**src/rtl/factor_search_engine.sv**
```systemverilog
// Brute-force factoriser: walks odd (a, b) pairs, b outer / a inner, multiplying each
// candidate with a shift-add loop and stopping on the first product equal to the target.
module factor_search_engine #(
  parameter int unsigned A_W = 8,
  parameter int unsigned B_W = 5,
  parameter int unsigned P_W = A_W + B_W
) (
  input  logic           clk,
  input  logic           rst_n,
  input  logic           start,
  input  logic [P_W-1:0] target,
  output logic           busy,
  output logic           done,
  output logic           found,
  output logic [A_W-1:0] a_out,
  output logic [B_W-1:0] b_out
);

  localparam int unsigned IW = (B_W > 1) ? $clog2(B_W) : 1;
  localparam logic [IW-1:0]  ILast = IW'(B_W - 1);
  localparam logic [A_W-1:0] AMax  = {A_W{1'b1}};
  localparam logic [B_W-1:0] BMax  = {B_W{1'b1}};

  typedef enum logic [1:0] {StIdle, StMul, StCmp, StDone} state_e;

  state_e         state_q, state_d;
  logic [P_W-1:0] target_q, target_d;
  logic [P_W-1:0] acc_q, acc_d;
  logic [A_W-1:0] a_q, a_d;
  logic [B_W-1:0] b_q, b_d;
  logic [IW-1:0]  i_q, i_d;
  logic           busy_q, busy_d;
  logic           done_q, done_d;
  logic           found_q, found_d;
  logic [A_W-1:0] a_out_q, a_out_d;
  logic [B_W-1:0] b_out_q, b_out_d;

  always_comb begin
    state_d  = state_q;
    target_d = target_q;
    acc_d    = acc_q;
    a_d      = a_q;
    b_d      = b_q;
    i_d      = i_q;
    busy_d   = busy_q;
    done_d   = 1'b0;
    found_d  = found_q;
    a_out_d  = a_out_q;
    b_out_d  = b_out_q;
    unique case (state_q)
      StIdle, StDone: begin
        state_d = StIdle;
        if (start) begin
          state_d  = StMul;
          target_d = target;
          a_d      = A_W'(3);
          b_d      = B_W'(3);
          acc_d    = '0;
          i_d      = '0;
          busy_d   = 1'b1;
          found_d  = 1'b0;
          a_out_d  = '0;
          b_out_d  = '0;
        end
      end
      StMul: begin
        if (b_q[i_q]) acc_d = acc_q + (P_W'(a_q) << i_q);
        i_d = i_q + 1'b1;
        if (i_q == ILast) begin
          i_d     = '0;
          state_d = StCmp;
        end
      end
      StCmp: begin
        acc_d = '0;
        i_d   = '0;
        if (acc_q == target_q) begin
          state_d = StDone;
          busy_d  = 1'b0;
          done_d  = 1'b1;
          found_d = 1'b1;
          a_out_d = a_q;
          b_out_d = b_q;
        end else if (a_q == AMax && b_q == BMax) begin
          state_d = StDone;
          busy_d  = 1'b0;
          done_d  = 1'b1;
        end else if (a_q == AMax) begin
          state_d = StMul;
          a_d     = A_W'(3);
          b_d     = b_q + B_W'(2);
        end else begin
          state_d = StMul;
          a_d     = a_q + A_W'(2);
        end
      end
      default: state_d = StIdle;
    endcase
  end

  always_ff @(posedge clk or negedge rst_n) begin
    if (!rst_n) begin
      state_q  <= StIdle;
      target_q <= '0;
      acc_q    <= '0;
      a_q      <= '0;
      b_q      <= '0;
      i_q      <= '0;
      busy_q   <= 1'b0;
      done_q   <= 1'b0;
      found_q  <= 1'b0;
      a_out_q  <= '0;
      b_out_q  <= '0;
    end else begin
      state_q  <= state_d;
      target_q <= target_d;
      acc_q    <= acc_d;
      a_q      <= a_d;
      b_q      <= b_d;
      i_q      <= i_d;
      busy_q   <= busy_d;
      done_q   <= done_d;
      found_q  <= found_d;
      a_out_q  <= a_out_d;
      b_out_q  <= b_out_d;
    end
  end

  assign busy  = busy_q;
  assign done  = done_q;
  assign found = found_q;
  assign a_out = a_out_q;
  assign b_out = b_out_q;

endmodule

```
**config.mk**
```make
export PLATFORM = sky130hd
export DESIGN_NAME = factor_search_engine
export DESIGN_NICKNAME = d
export VERILOG_FILES = /design/src/rtl/factor_search_engine.sv
export SDC_FILE = /design/constraint.sdc
export NUM_CORES = 1
export LEC_CHECK = 0
export CELL_PAD_IN_SITES_DETAIL_PLACEMENT = 2
export CELL_PAD_IN_SITES_GLOBAL_PLACEMENT = 2
export CORE_MARGIN = 3
export CORE_UTILIZATION = 30
export DETAILED_ROUTE_END_ITERATION = 16
export GPL_TIMING_DRIVEN = 0
export HOLD_SLACK_MARGIN = 0.15
export PLACE_DENSITY = 0.65
export SYNTH_ARGS = -nofsm -noshare
export SYNTH_HDL_FRONTEND = slang
export SYNTH_SLANG_ARGS = --single-unit
export TNS_END_PERCENT = 20
```
**constraint.sdc**
```tcl
create_clock -name clk -period 3.6 [get_ports clk]
set_input_delay 0.72 -clock clk [delete_from_list [all_inputs] [get_ports clk]]
set_output_delay 0.72 -clock clk [all_outputs]
set_load 0.005 [all_outputs]
```
Word-level counts from Yosys, hierarchy flattened
Cells that the tools add are included.

Bits of input ports: 16. Bits in registers: 60.

Reduce and logical (&&, ||, !) cells: 10. Magnitude comparators: 1. Equality and inequality tests: 15. Shift-type cells: 1. Add/subtract/negate cells: 4. Muxes and demuxes: 39.

Operators by type and width (count): $mux 8 (6); $pmux 13 s3 (1); $pmux 8 s2 (2); $mux 5 (6); $mux 13 (2); $pmux 5 s2 (2); $ne 2x2->1 const B (7); $add 13x13->13 (1); $eq 13x13->1 (1); $shl 8x3->13 (1); $mux 1 (10); $pmux 3 s3 (1); $add 8x2->8 const B (1); $eq 8x8->1 const B (1); $mux 2 (3); $mux 3 (2); $pmux 2 s3 (1); $reduce_and 3->1 (2); $add 5x2->5 const B (1); $eq 5x5->1 const B (1); $reduce_and 5->1 (1); $eq 2x2->1 const B (2); $lt 3x4->1 const B (1); $pmux 1 s2 (2); other kinds (11) (12).

Longest topological paths before layout
Gate-level depths: netlist of run 1.

Word-level depth: 5. Depth in mapped cells: 13. Depth with buffers taken out: 12.

Worst setup path after synthesis of run 1
OpenSTA, ideal clock, no wires.

Path kind: register -> register. Start point: reg i_q[0]. End point: reg acc_q[12]. Period minus slack after synthesis: 2.749 ns. Cell stages (with the launch flop): 12. Setup time: 0.076 ns. Arrival time: 2.672 ns. Path buffers: 1. Path slack: 0.851 ns. Path through: dfrtp_1 > buf_4 > mux2_2 > nand3_1 > o21ai_0 > ha_1 > a21o_1 > a2111oi_0 > o21bai_1 > a21boi_1 > a2111o_1 > o21ai_1.

Word-level cells in the longest chain between the ends: 4. Elaborated cells on any way between the ends: 8. Classes of those cells: 1 x add/sub; 1 x eq/ne; 1 x shift; 4 x mux; 1 x reduce/logical.

RTL lines: start, declared (RTL line 31) `logic [IW-1:0] i_q, i_d;`; start signal, assigned (RTL line 120) `i_q <= i_d;`; $shl 8x3->13 / $bmux 1 s3 (equally long branches) (RTL line 67) `if (b_q[i_q]) acc_d = acc_q + (P_W'(a_q) << i_q);`; $add 13x13->13 / $mux 1 (equally long branches) (RTL line 67); $mux 13 / $ne 2x2->1 (equally long branches); $pmux 13 s3 / $reduce_and 2->1 (equally long branches); end signal, assigned (RTL line 105) `acc_q <= '0;`; end signal, assigned (RTL line 117) `acc_q <= acc_d;`; end, declared (RTL line 28) `logic [P_W-1:0] acc_q, acc_d;`.

Several ways; a longest one is shown, not always the timed one. The select of a mux whose other input is x is not followed. A chain may end at the register's enable or synchronous reset.

Worst setup path after layout of run 1
Same ends and word-level chain as after synthesis.

==> results.cfg, run 1 <==
[outcome]
outcome = completed

[clock_network]
clock_latency_ns = 0.34
cts_tree = done
clock-sinks = 60
htree_levels = 3
cts-root-buf = clkbuf_16
cts_max_path_buffers = 2
post-cts-setup-buffers = 0
cts_buffers = 9
cts.clk_slew.worst_paths_ns = 0.05

[floorplanning]
die_h_um = 118
coreArea_mm2 = 0.0121
start_util_pct = 30.9
fp-row-count = 40
die_x_um = 118
die_area_mm2 = 0.0138
boundaryPins = 32

[synth]
ys_warn_count = 0
synth_compound_area_share_pct = 21.0
synth_most_common_cell = dfrtp_1
yosys.area_share.simple_pct = 14.6
yosys.area.top_type = dfrtp_1
yosys-top-cells-area = dfrtp_1, ha_1, mux2_2, nand2_1, a21oi_1
synth_xor_area_share_pct = 5.39
seq_area_frac_synth_pct = 40.2
synth_top_family_by_area = compound AO/OA/AOI/OAI gates
syn_avg_cell_area_um2 = 9.71
yosysTopAreaCellShare_pct = 40.2
synth_edf_count = 0
async_flop_share_pct = 100
synthAdderAreaFrac_pct = 6.90
yosys-top-cells-count = dfrtp_1, nand2_1, a21oi_1
netlist_instances = 385
ys.flop_type = dfrtp_1
synth_mux_area_share_pct = 7.73
syn_area_mm2 = 0.00374
syn_nets = 421
synth_cell_types = 55
ys_ff_latch = 60

[sta]
hold_viol = 0
hold_slack_ns = 0.476
rsz0062_at_grt = no
skew_ns = 0.00727
finalCritPeriodShare_pct = 92.6
period_minus_slack_ns = 3.33
fmax_ghz = 0.300
setup_viol = 0
maxSlewViolCount = 0
setup_ws_ns = 0.266
worst_pin_slew_ns = 0.787
slew_headroom_pct = 47.5

[global_route]
grt_pass1_vias = 3515
grt_pass1_wl_mm = 19.1
grt-ovfl-total = 0
antenna_found_initial = 0
grt_usage_pct = 17.6
grt_max_degree = 61

[route]
routed_wl_mm = 11.5
via_count = 3134
drcViolationCount = 0
wl_per_cell_um = 19.2
antenna_left = 0
vias_per_cell = 5.24
first_pass_iters = 4
drt_iter0_markers = 105

[critical_path]
worstPathMaxFanout = 10
worstPathRequired_ns = 3.85
start_kind = flip-flop
crit_type = reg -> reg
crit_path_start = i_q[0]
r2r-start = i_q[0]
worstPathArrival_ns = 3.59
end_kind = flip-flop

[place]
preCtsSetupSlack_ns = 0.227
gp_congestion = 0.800
dp.cells = 584
port_buffers = 31
dp_hpwl_mm = 8.72

[layout]
final_util_pct = 37.6
fin_cells = 598
layout.nets = 463
drive_gt1_share_pct = 12.1
fillers = 1365
antenna_cells = 0
area_delta_synth_final_pct = 21.7

[power]
p_per_area_mw_per_mm2 = 711
p_sw_share_pct = 40.0
finalPower_mw = 3.24
internal_power_mw = 1.94
pwr-share-clk_pct = 26.5
combPwrFrac_pct = 43.8
p_leak_nw = 2.00
seqPwrFrac_pct = 29.7
power_switching_mw = 1.30
ir_drop_uv = 366

[hold_path]
hold_class = in -> async

[flow_run]
maxCapViolCount = 0
[sequential cells by signal, indices dropped and copies added, names as in the netlist, 2 cells and up]
name and count:
a_out 8, a_q 8, acc_q 13, b_out 5
b_q 5, i_q 3, state_q 2, target_q 13
[worst paths after layout]
path	to	slack, ns	cells after the start
setup / recovery	acc_q[12]	0.27	13
hold / removal	b_q[2]	0.48	1
setup reg to reg	acc_q[12]	0.27	13
hold reg to reg	found	0.48	1
max in group asynchronous	i_q[2]	2.61	1
min in group clk	found	0.48	1
[placed cells by master (no fill, tap or decap), types with 8 or more instances in the layout]
cell type	n
nor2_1	17
nand2_1	39
o31ai_1	11
nand3_1	13
mux2_2	15
a31oi_1	10
inv_1	17
dfrtp_1	60
xor2_1	13
mux2i_1	12
clkbuf_1	10
a21oi_1	24
o21ai_0	11
a22o_1	9
xnor2_1	10
and3_1	8
clkdlybuf4s50_1	30
ha_1	19
clkbuf_16	9
[routing by layer]
layer | global-route usage (%) | up-vias | part of all wire, %
li1 | - | 1479 | -
met1 | 20.7 | 1602 | 43
met2 | 32.2 | 42 | 54
met3 | 3.99 | 11 | 2.6
met4 | 4.25 | 0 | 1.0
met5 | 0 | - | 0
[power groups by stage]
stage / Clock, mW / Combinational [mW] / Sequential, mW
3_3_place_gp: 0 / 1.37 / 0.967
3_5_place_dp: 0 / 1.43 / 0.975
6_report: 0.858 / 1.42 / 0.960
2_1_floorplan: 0 / 1.06 / 0.921
5_1_grt: 0.914 / 1.62 / 0.981
4_1_cts: 0.885 / 1.45 / 0.964
[layout make-up]
class	count	area (um2)	area share, %
multi-input combinational	289	2080	45.7
sequential	60	1500	33.0
timing repair buffer	31	308	6.77
clock buffer	12	256	5.64
tap	168	210	4.62
buffer	19	96.3	2.12
inverter	17	63.8	1.40
clock inverter	2	35.0	0.770
[kinds of logic after synthesis]
group	count (synthesis)
AO/OA/AOI/OAI	112
flip-flops	60
buffers and inverters	36
multiplexers	27
adder cells (fa/ha/maj)	20
XOR/XNOR	23
AND/OR/NAND/NOR	107
[what timing repair did]
item / 4_1_cts / 5_1_grt
endpoints found under the setup margin: 0 / 1
hold buffers: 0 / 0
resized for setup: 0 / 1
[worst max-delay path, stage by stage, from the launching register on]
cell,delay [ns]
dfrtp_1,0.42
buf_4,0.21
inv_1,0.15
nand2_1,0.10
nor3_1,0.21
ha_1,0.23
inv_1,0.06
fa_1,0.39
nand2b_1,0.16
a21oi_1,0.35
a21oi_1,0.25
o21a_1,0.27
a2111o_1,0.37
o21ai_1,0.08
[metrics by stage]
stage	cell area (um2)	setup TNS (ns)
floorplan	3740	0
global route	4550	0
finish	4550	0
global placement	4260	-19.03
CTS	4550	0
detailed placement	4260	0
No activity file was read; power rests on OpenSTA's default activity.
==> inputs of run 2 (changes only) <==
CORE_MARGIN = 1.5   (was 3)
clock period = 3.3 ns   (was 3.6 ns; I/O delays follow)
==> run 2 against run 1 <==
Compared with the run above: final cell count is 0.50% higher; critical path depth is 1 lower; die area down 5.0%.
==> results.cfg, run 2 (synthesis gave the netlist of run 1 again) <==
[route]
antenna_left = 0
first_pass_iters = 4
drt_iter0_markers = 87
via_count = 3086
drcViolationCount = 0
vias_per_cell = 5.13
routed_wl_mm = 11.0
wl_per_cell_um = 18.2

[critical_path]
start_kind = flip-flop
worstPathRequired_ns = 3.56
path_common_cell = nand2_1
slowest_delay_ns = 0.43
r2r_setup_slack_ns = 0.23
worstPathMaxFanout = 10
cp_cell_sequence = buf_4 -> mux2i_1 -> nand2_1 -> nand2_1 -> o21ai_0 -> ha_1 -> a21o_1 -> a2111oi_2 -> o21bai_1 -> a21boi_1 -> a2111o_1 -> o21ai_1
worstPathArrival_ns = 3.33
cp_slowest_cell = a2111o_1
crit_type = reg -> reg
end_kind = flip-flop

[floorplanning]
boundaryPins = 32
coreArea_mm2 = 0.0121
die_h_um = 115
die_area_mm2 = 0.0131
fp-row-count = 40
start_util_pct = 31.0
die_x_um = 115

[global_route]
grt_pass1_vias = 3395
grt-ovfl-total = 0
grt_usage_pct = 18.5
grt_max_degree = 61
antenna_found_initial = 0
grt_pass1_wl_mm = 18.3

[layout]
reg.largest.list = acc_q: 13 flops, target_q: 13 flops
layout.nets = 464
fin_cells = 601
layout_common_cells = dfrtp_1, nand2_1, clkdlybuf4s50_1
final_common_cell = dfrtp_1
area_delta_synth_final_pct = 22.9
antenna_cells = 0
drive_gt1_share_pct = 13.9
final_util_pct = 38.1

[hold_path]
hold_class = in -> async

[sta]
fmax_ghz = 0.326
worst_pin_slew_ns = 0.793
final.setup.tns_ns = 0
skew_ns = 0.00707
rsz0062_at_grt = yes
hold_viol = 0
setup_viol = 0
finalCritPeriodShare_pct = 93.0
maxSlewViolCount = 0
slew_headroom_pct = 47.1
period_minus_slack_ns = 3.07

[clock_network]
cts_hold_buf = 0
cts_buffers = 9
cts_tree = done
htree_levels = 3
cts.clk_slew.worst_paths_ns = 0.05
cts_max_path_buffers = 2
cts-root-buf = clkbuf_16
clock-sinks = 60
clock_latency_ns = 0.34

[place]
port_buffers = 31
gp_congestion = 0.787
dp_hpwl_mm = 8.40
dp.cells = 584

[outcome]
outcome = completed

[power]
p_leak_nw = 2.01
ir_drop_uv = 373
p_per_area_mw_per_mm2 = 781

[flow_run]
maxCapViolCount = 0
[run 2: cell types whose count changed in the layout (fill, tap and decap cells not counted)]
| cell | change |
|---|---|
| a2111oi_2 | +2 |
| clkinvlp_4 | +1 |
| clkinv_2 | +1 |
| a2111oi_0 | -2 |
| a21oi_2 | +2 |
| o21ai_0 | -1 |
| buf_4 | +1 |
| nor3_2 | +1 |
| a21oi_1 | -2 |
| o21ai_1 | +1 |
| nor3_1 | -1 |
[run 2: worst paths after layout]
path	from	end	cells after the start
setup / recovery	i_q[0]	acc_q[12]	12
hold / removal	rst_n	b_out[4]	1
setup reg to reg	i_q[0]	acc_q[12]	12
hold reg to reg	found	found	1
max in group asynchronous	rst_n	acc_q[10]	1
min in group clk	found	found	1
[run 2: power breakdown]
part           internal, mW  total [mW]  leakage [nW]  switching [mW]
Sequential            0.895        1.04         0.771           0.147
Combinational         0.629        1.58          1.09           0.950
Clock                 0.623       0.968         0.149           0.346
Total                  2.15        3.59          2.01            1.44
[run 2: area by class of cell]
type / instances / area (um2)
fillers: 1337 / 7470
multi-input cells: 289 / 2100
flip-flops and latches: 60 / 1500
repair buffers: 32 / 315
clock buffers: 12 / 256
well taps: 168 / 210
plain buffers: 19 / 96.3
inverters: 17 / 63.8
clock inverters: 4 / 47.5
[run 2: per-stage QoR]
stage | cell area (um2) | hold slack, ns | total power, mW | worst slack (ns)
CTS | 4560 | 0.445 | 3.62 | 0.0135
floorplan | 3740 | 0.364 | 2.16 | 0.551
global route | 4590 | 0.483 | 3.87 | -0.0294
global placement | 4260 | 0.458 | 2.55 | -0.550
finish | 4590 | 0.409 | 3.59 | 0.230
detailed placement | 4260 | 0.471 | 2.62 | -0.0517
[run 2: critical path: cells and delay by family, from the launching register on]
kind                     cells  cell delay, ns
adder cells (fa/ha/maj)      1            0.39
flip-flops                   1            0.41
AND/OR/NAND/NOR              2            0.17
AO/OA/AOI/OAI                7            1.52
multiplexers                 1            0.28
buffers and inverters        1            0.23
[run 2: per-layer routing]
metal  GRT usage [%]  up-vias  share of wire, %
li1                -     1488                 -
met1            22.1     1550                45
met2            33.5       37                51
met3            3.60       11               2.4
met4            5.25        0               1.3
met5               0        -                 0
[run 2: repair_timing]
| item | CTS | global route |
|---|---|---|
| buffers inserted | 0 | 1 |
| resized for setup | 1 | 8 |
| setup endpoints to repair | 1 | 5 |
